## config.mk

```make
export PLATFORM = sky130hd
export DESIGN_NAME = usb_in_arbiter
export DESIGN_NICKNAME = d
export VERILOG_FILES = /design/src/rtl/usb_in_arbiter.sv
export SDC_FILE = /design/constraint.sdc
export NUM_CORES = 1
export LEC_CHECK = 0
export BUFFER_PORTS_ARGS = -buffer_cell sky130_fd_sc_hd__buf_2
export CORE_AREA = 2 2 43 61
export DETAILED_ROUTE_END_ITERATION = 16
export DIE_AREA = 0 0 45 63
export PLACE_DENSITY = 0.75
export SETUP_SLACK_MARGIN = 0.1
export SYNTH_ARGS = -nofsm -noshare
export SYNTH_HDL_FRONTEND = slang
export SYNTH_SLANG_ARGS = --single-unit
```

## constraint.sdc

```tcl
create_clock -name clk_i -period 1.7 [get_ports clk_i]
set_input_delay 0.34 -clock clk_i [delete_from_list [all_inputs] [get_ports clk_i]]
set_output_delay 0.34 -clock clk_i [all_outputs]
set_load 0.1 [all_outputs]
```

## src/rtl/usb_in_arbiter.sv

```systemverilog
// usb_in_arbiter: round-robin arbiter sharing one byte stream toward usb_cdc.
// Each requester owns the stream for one burst, which ends on its last flag or
// after MAX_BURST bytes. A single registered output stage drives usb_cdc.
// Optional feature: define USB_IN_ARB_TIMEOUT_EN to release a stalled owner
// after TIMEOUT idle cycles.
module usb_in_arbiter #(
  parameter int NUM_REQ   = 2,
  parameter int MAX_BURST = 64,
  parameter int TIMEOUT   = 255
) (
  input  logic                 clk_i,
  input  logic                 rstn_i,
  input  logic [8*NUM_REQ-1:0] req_data_i,
  input  logic [NUM_REQ-1:0]   req_valid_i,
  input  logic [NUM_REQ-1:0]   req_last_i,
  output logic [NUM_REQ-1:0]   req_ready_o,
  output logic [7:0]           in_data_o,
  output logic                 in_valid_o,
  input  logic                 in_ready_i,
  output logic [NUM_REQ-1:0]   grant_o,
  output logic                 busy_o
);

  localparam int IW = $clog2(NUM_REQ);

  typedef enum logic {IDLE, GRANT} state_t;

  state_t               state_q, state_d;
  logic [NUM_REQ-1:0]   grant_q, grant_d;
  logic [IW-1:0]        last_g_q, last_g_d;
  logic [8:0]           cnt_q, cnt_d;
  logic [7:0]           data_q, data_d;
  logic                 valid_q, valid_d;

  logic [7:0]           sel_data;
  logic                 sel_valid;
  logic                 sel_last;
  logic                 out_free;
  logic                 xfer;
  logic                 found;
  logic [IW-1:0]        pick;
  logic [IW-1:0]        cand;
  int                   idx_tmp;

`ifdef USB_IN_ARB_TIMEOUT_EN
  logic [15:0]          stall_q, stall_d;
`else
  // TIMEOUT only matters when the stall counter is built in.
  if (TIMEOUT < 1) begin : g_timeout_unused
  end
`endif

  // Select the granted requester's byte, valid and last flag (one-hot AND-OR).
  always_comb begin
    sel_data  = '0;
    sel_valid = 1'b0;
    sel_last  = 1'b0;
    for (int k = 0; k < NUM_REQ; k++) begin
      if (grant_q[k]) begin
        sel_data  = sel_data | req_data_i[8*k +: 8];
        sel_valid = sel_valid | req_valid_i[k];
        sel_last  = sel_last | req_last_i[k];
      end
    end
  end

  // Output register can take a byte when empty or draining this cycle.
  assign out_free    = !valid_q || in_ready_i;
  assign req_ready_o = (state_q == GRANT && out_free) ? grant_q : '0;
  assign xfer        = (state_q == GRANT) && out_free && sel_valid;

  // Round-robin search: first valid requester after the previous owner.
  always_comb begin
    found   = 1'b0;
    pick    = last_g_q;
    cand    = '0;
    idx_tmp = 0;
    for (int i = 1; i <= NUM_REQ; i++) begin
      idx_tmp = int'(last_g_q) + i;
      if (idx_tmp >= NUM_REQ) idx_tmp = idx_tmp - NUM_REQ;
      cand = IW'(idx_tmp);
      if (!found && req_valid_i[cand]) begin
        found = 1'b1;
        pick  = cand;
      end
    end
  end

  // Next-state, grant, burst counter and output-stage logic.
  always_comb begin
    state_d  = state_q;
    grant_d  = grant_q;
    last_g_d = last_g_q;
    cnt_d    = cnt_q;
    data_d   = data_q;
    valid_d  = valid_q;
`ifdef USB_IN_ARB_TIMEOUT_EN
    stall_d  = stall_q;
`endif

    if (xfer) begin
      data_d  = sel_data;
      valid_d = 1'b1;
    end else if (in_ready_i) begin
      valid_d = 1'b0;
    end

    case (state_q)
      IDLE: begin
        if (found) begin
          for (int k = 0; k < NUM_REQ; k++) begin
            grant_d[k] = (IW'(k) == pick);
          end
          last_g_d = pick;
          cnt_d    = '0;
          state_d  = GRANT;
`ifdef USB_IN_ARB_TIMEOUT_EN
          stall_d  = '0;
`endif
        end
      end
      GRANT: begin
        if (xfer) begin
          cnt_d = cnt_q + 9'd1;
          if (sel_last || cnt_q == 9'(MAX_BURST - 1)) begin
            state_d = IDLE;
            grant_d = '0;
          end
`ifdef USB_IN_ARB_TIMEOUT_EN
          stall_d = '0;
        end else if (!sel_valid) begin
          // Owner has gone quiet: release after TIMEOUT idle cycles.
          if (stall_q == 16'(TIMEOUT - 1)) begin
            state_d = IDLE;
            grant_d = '0;
            stall_d = '0;
          end else begin
            stall_d = stall_q + 16'd1;
          end
`endif
        end
      end
      default: begin
        state_d = IDLE;
        grant_d = '0;
      end
    endcase
  end

  // State registers with asynchronous active-low reset.
  always_ff @(posedge clk_i or negedge rstn_i) begin
    if (!rstn_i) begin
      state_q  <= IDLE;
      grant_q  <= '0;
      last_g_q <= IW'(NUM_REQ - 1);
      cnt_q    <= '0;
      data_q   <= '0;
      valid_q  <= 1'b0;
`ifdef USB_IN_ARB_TIMEOUT_EN
      stall_q  <= '0;
`endif
    end else begin
      state_q  <= state_d;
      grant_q  <= grant_d;
      last_g_q <= last_g_d;
      cnt_q    <= cnt_d;
      data_q   <= data_d;
      valid_q  <= valid_d;
`ifdef USB_IN_ARB_TIMEOUT_EN
      stall_q  <= stall_d;
`endif
    end
  end

  assign in_data_o  = data_q;
  assign in_valid_o = valid_q;
  assign grant_o    = grant_q;
  assign busy_o     = (state_q == GRANT) || valid_q;

endmodule

```

==> run summary <==
Gate power share -> 64.5%
Max clock buf depth -> 2
Clk slew on worst S/H paths -> 0.13 ns
Maximum Capacitance Violations -> 0
Clock Latency Late Sink -> 0.31 ns
1st-pass router iterations -> 4
Cell type with the largest total area after synthesis -> dfrtp_1
Area grow syn2layout -> 43.7%
FMAX -> 613 MHz
Slew @ Worst Pin -> 0.488 ns
Largest net degree at the start of global routing -> 23
Input/output buffers -> 36
Worst rel slew slack -> 67.5%
Detailed placement HPWL -> 1.94 mm
Grt ovf -> 0
Die Y -> 63 µm
Cell Area, Synth -> 1060 µm²
CP required -> 1.36 ns
Synth Register Bits -> 22
Average wire per standard cell -> 16.6 µm
Worst Path Arrival -> 1.29 ns
Clock network power share -> 11.5%
Leak -> 0.714 nW
Synth area leaders -> dfrtp_1 (50%), o21ai_0 (6.6%), a22oi_1 (6.4%)
NumNets Final -> 184
Worst hold-check path type -> in2reg
Seq/Total Area, Yosys -> 52.1%
Pint -> 1.62 mW
Core area -> 2310 µm²
CTS buffer count -> 3
Clk Tree Root Cell -> clkbuf_4
Sw Ratio -> 54.2%
Clock Skew -> 0.00185 ns
Worst vdd ir -> 1.84 mV
Max Slew Vio Count -> 0
Status -> completed
Synth cell types -> 26
Vias per cell -> 5.92
Final period util -> 95.9%
Syn Inst Count -> 110
Clock sink count -> 22
# diodes -> 0
Synth warn -> 0
Crit Path Category -> reg2out
GPL Wtd Cong -> 0.766
NetSw -> 1.92 mW
Top-area cell type share of the netlist area -> 49.6%
Number of global-route vias before repair -> 1,080
Crit path capture type -> primary output
# IOs -> 37
Critical path startpoint category -> flop
CTS H-tree depth -> 1
Ratio of cells with drive above 1 in the final layout -> 41.5%
Initial antenna violation count -> 0
Syn_area_per_cell -> 9.62 µm²
Die W -> 45 µm
Final WL -> 3.02 mm
GRT Resource Usage Total -> 22.3%
Vias -> 1,077
Starting Density -> 45.8%
Power, Total -> 3.54 mW
Final hold vios -> 0
Net Count, Synth -> 134
RSZ-0062 raised after global routing -> yes
Crit path max fanout -> 3
Antenna Nets Post-Route -> 0
Sequential power share -> 24.0%
TNS Setup -> 0 ns
PD cells -> 2320 nW/µm²
# setup viols final -> 0
DRT iter0 DRCs -> 37
First-pass GRT wire length -> 4.77 mm
Num rows -> 21
Worst hold margin -> 0.306 ns
Filler cells -> 182
Clock period minus worst slack -> 1.63 ns
DRC -> 0
CTS tree -> done
DIE AREA -> 2840 µm²
worst max-delay path: stages (launching register included):
cell     delay, ns
dfrtp_4       0.51
buf_8         0.13
and3_4        0.18
buf_12        0.16
cells by family (layout without fill, tap and decap cells):
group | count (synthesis) | count (layout) | share of synthesized area [%]
buf+inv | 8 | 57 | 2.95
flops | 22 | 22 | 52.1
compound gates | 38 | 38 | 22.9
fa+ha+maj | 1 | 1 | 1.18
simple gates | 41 | 41 | 20.8
sequential cells by signal (all words and copies together) (netlist names):
name        count
cnt_q           9
grant_o         2
in_data_o       8
in_valid_o      1
last_g_q        1
state_q         1
metrics by stage:
stage	setup WS (ns)	area (µm²)	std cells	util [%]
2_1_floorplan	0.107	1090	110	-
3_3_place_gp	0.225	1330	167	57.4
3_5_place_dp	0.169	1330	167	57.4
4_1_cts	0.0289	1460	177	63.0
5_1_grt	0.0428	1520	182	65.8
6_report	0.0694	1520	182	65.8
cells in the final DEF (no fill, tap or decap):
cell / synthesis / layout
nand2b_1: 3 / 2
clkbuf_4: 0 / 3
dlygate4sd3_1: 0 / 1
or4_1: 2 / 2
nand2b_4: 0 / 1
nor2_1: 5 / 5
o21ai_0: 14 / 14
and4_1: 1 / 1
nand4_1: 2 / 2
a22o_4: 1 / 1
or3_1: 2 / 2
a21oi_1: 7 / 6
nor4b_1: 1 / 1
bufinv_16: 0 / 1
a211oi_2: 0 / 1
or2_4: 0 / 1
nand2_1: 14 / 14
buf_12: 0 / 4
buf_4: 0 / 11
dfrtp_1: 21 / 17
clkbuf_2: 0 / 1
inv_1: 3 / 3
dfrtp_2: 0 / 2
buf_8: 0 / 2
nand3_4: 1 / 1
nand3_1: 6 / 6
ha_1: 1 / 1
buf_2: 1 / 31
a21oi_2: 0 / 1
or2_1: 1 / 1
a22oi_1: 9 / 9
o31ai_1: 4 / 4
and3_4: 0 / 2
o211ai_1: 2 / 2
dfstp_2: 1 / 1
dfrtp_4: 0 / 2
path summary, 6_finish.rpt:
path	cells after the start	slack, ns	end	startpoint
worst max register to register	5	0.16	cnt_q[5]$_DFFE_PN0P_	grant_o[0]$_DFFE_PN0P_
max in group asynchronous	2	0.83	grant_o[1]$_DFFE_PN0P_	rstn_i
min in group asynchronous	2	0.50	cnt_q[8]$_DFFE_PN0P_	rstn_i
worst min register to register	2	0.50	in_data_o[3]$_DFFE_PN0P_	in_data_o[3]$_DFFE_PN0P_
worst min-delay path	3	0.31	in_data_o[2]$_DFFE_PN0P_	req_data_i[10]
worst max-delay path	3	0.07	req_ready_o[0]	grant_o[0]$_DFFE_PN0P_
layout make-up:
type | instances | area [µm²] | area share (%)
clock buffer | 3 | 22.5 | 1.48
inverter | 3 | 11.3 | 0.740
multi-input combinational | 80 | 504 | 33.1
sequential | 22 | 562 | 36.9
timing repair buffer | 50 | 363 | 23.8
tap | 23 | 28.8 | 1.89
clock inverter | 1 | 30.0 | 1.97
cells in the mapped netlist:
cell / number
or4_1: 2
ha_1: 1
o211ai_1: 2
nand2b_1: 3
nand3_1: 6
or2_2: 1
a22o_4: 1
a22oi_1: 9
dfstp_2: 1
or2_1: 1
buf_2: 1
nand3_4: 1
nand2_1: 14
a21oi_1: 7
nor4b_1: 1
dfrtp_1: 21
o21ai_0: 14
o31ai_1: 4
and4_1: 1
a211oi_1: 1
clkbuf_1: 4
nor2_1: 5
nand4_1: 2
inv_1: 3
and3_1: 2
or3_1: 2
what timing repair did:
| action | CTS | global route |
|---|---|---|
| endpoints found under the setup margin | 5 | 7 |
| setup buffers | 5 | 5 |
| hold buffers | 1 | 0 |
| resized for setup | 10 | 7 |
| endpoints found under the hold margin | 21 | 0 |
| gates cloned | 0 | 0 |
power groups by stage:
stage	Clock (mW)	Sequential [mW]	Combinational, mW
after detailed placement	0	0.863	1.96
after CTS	0.412	0.858	2.13
after global routing	0.435	0.875	2.40
after floorplan	0	1.64	0.753
final	0.408	0.849	2.28
after global placement	0	0.849	1.92
routing by layer:
metal	routed length, µm	up-vias	global-route usage, %
met5	0	-	0
met4	35	0	10.3
met3	146	4	3.18
met2	1660	48	37.5
met1	1180	521	26.8
li1	-	504	-
No activity file was read; power rests on OpenSTA's default activity.
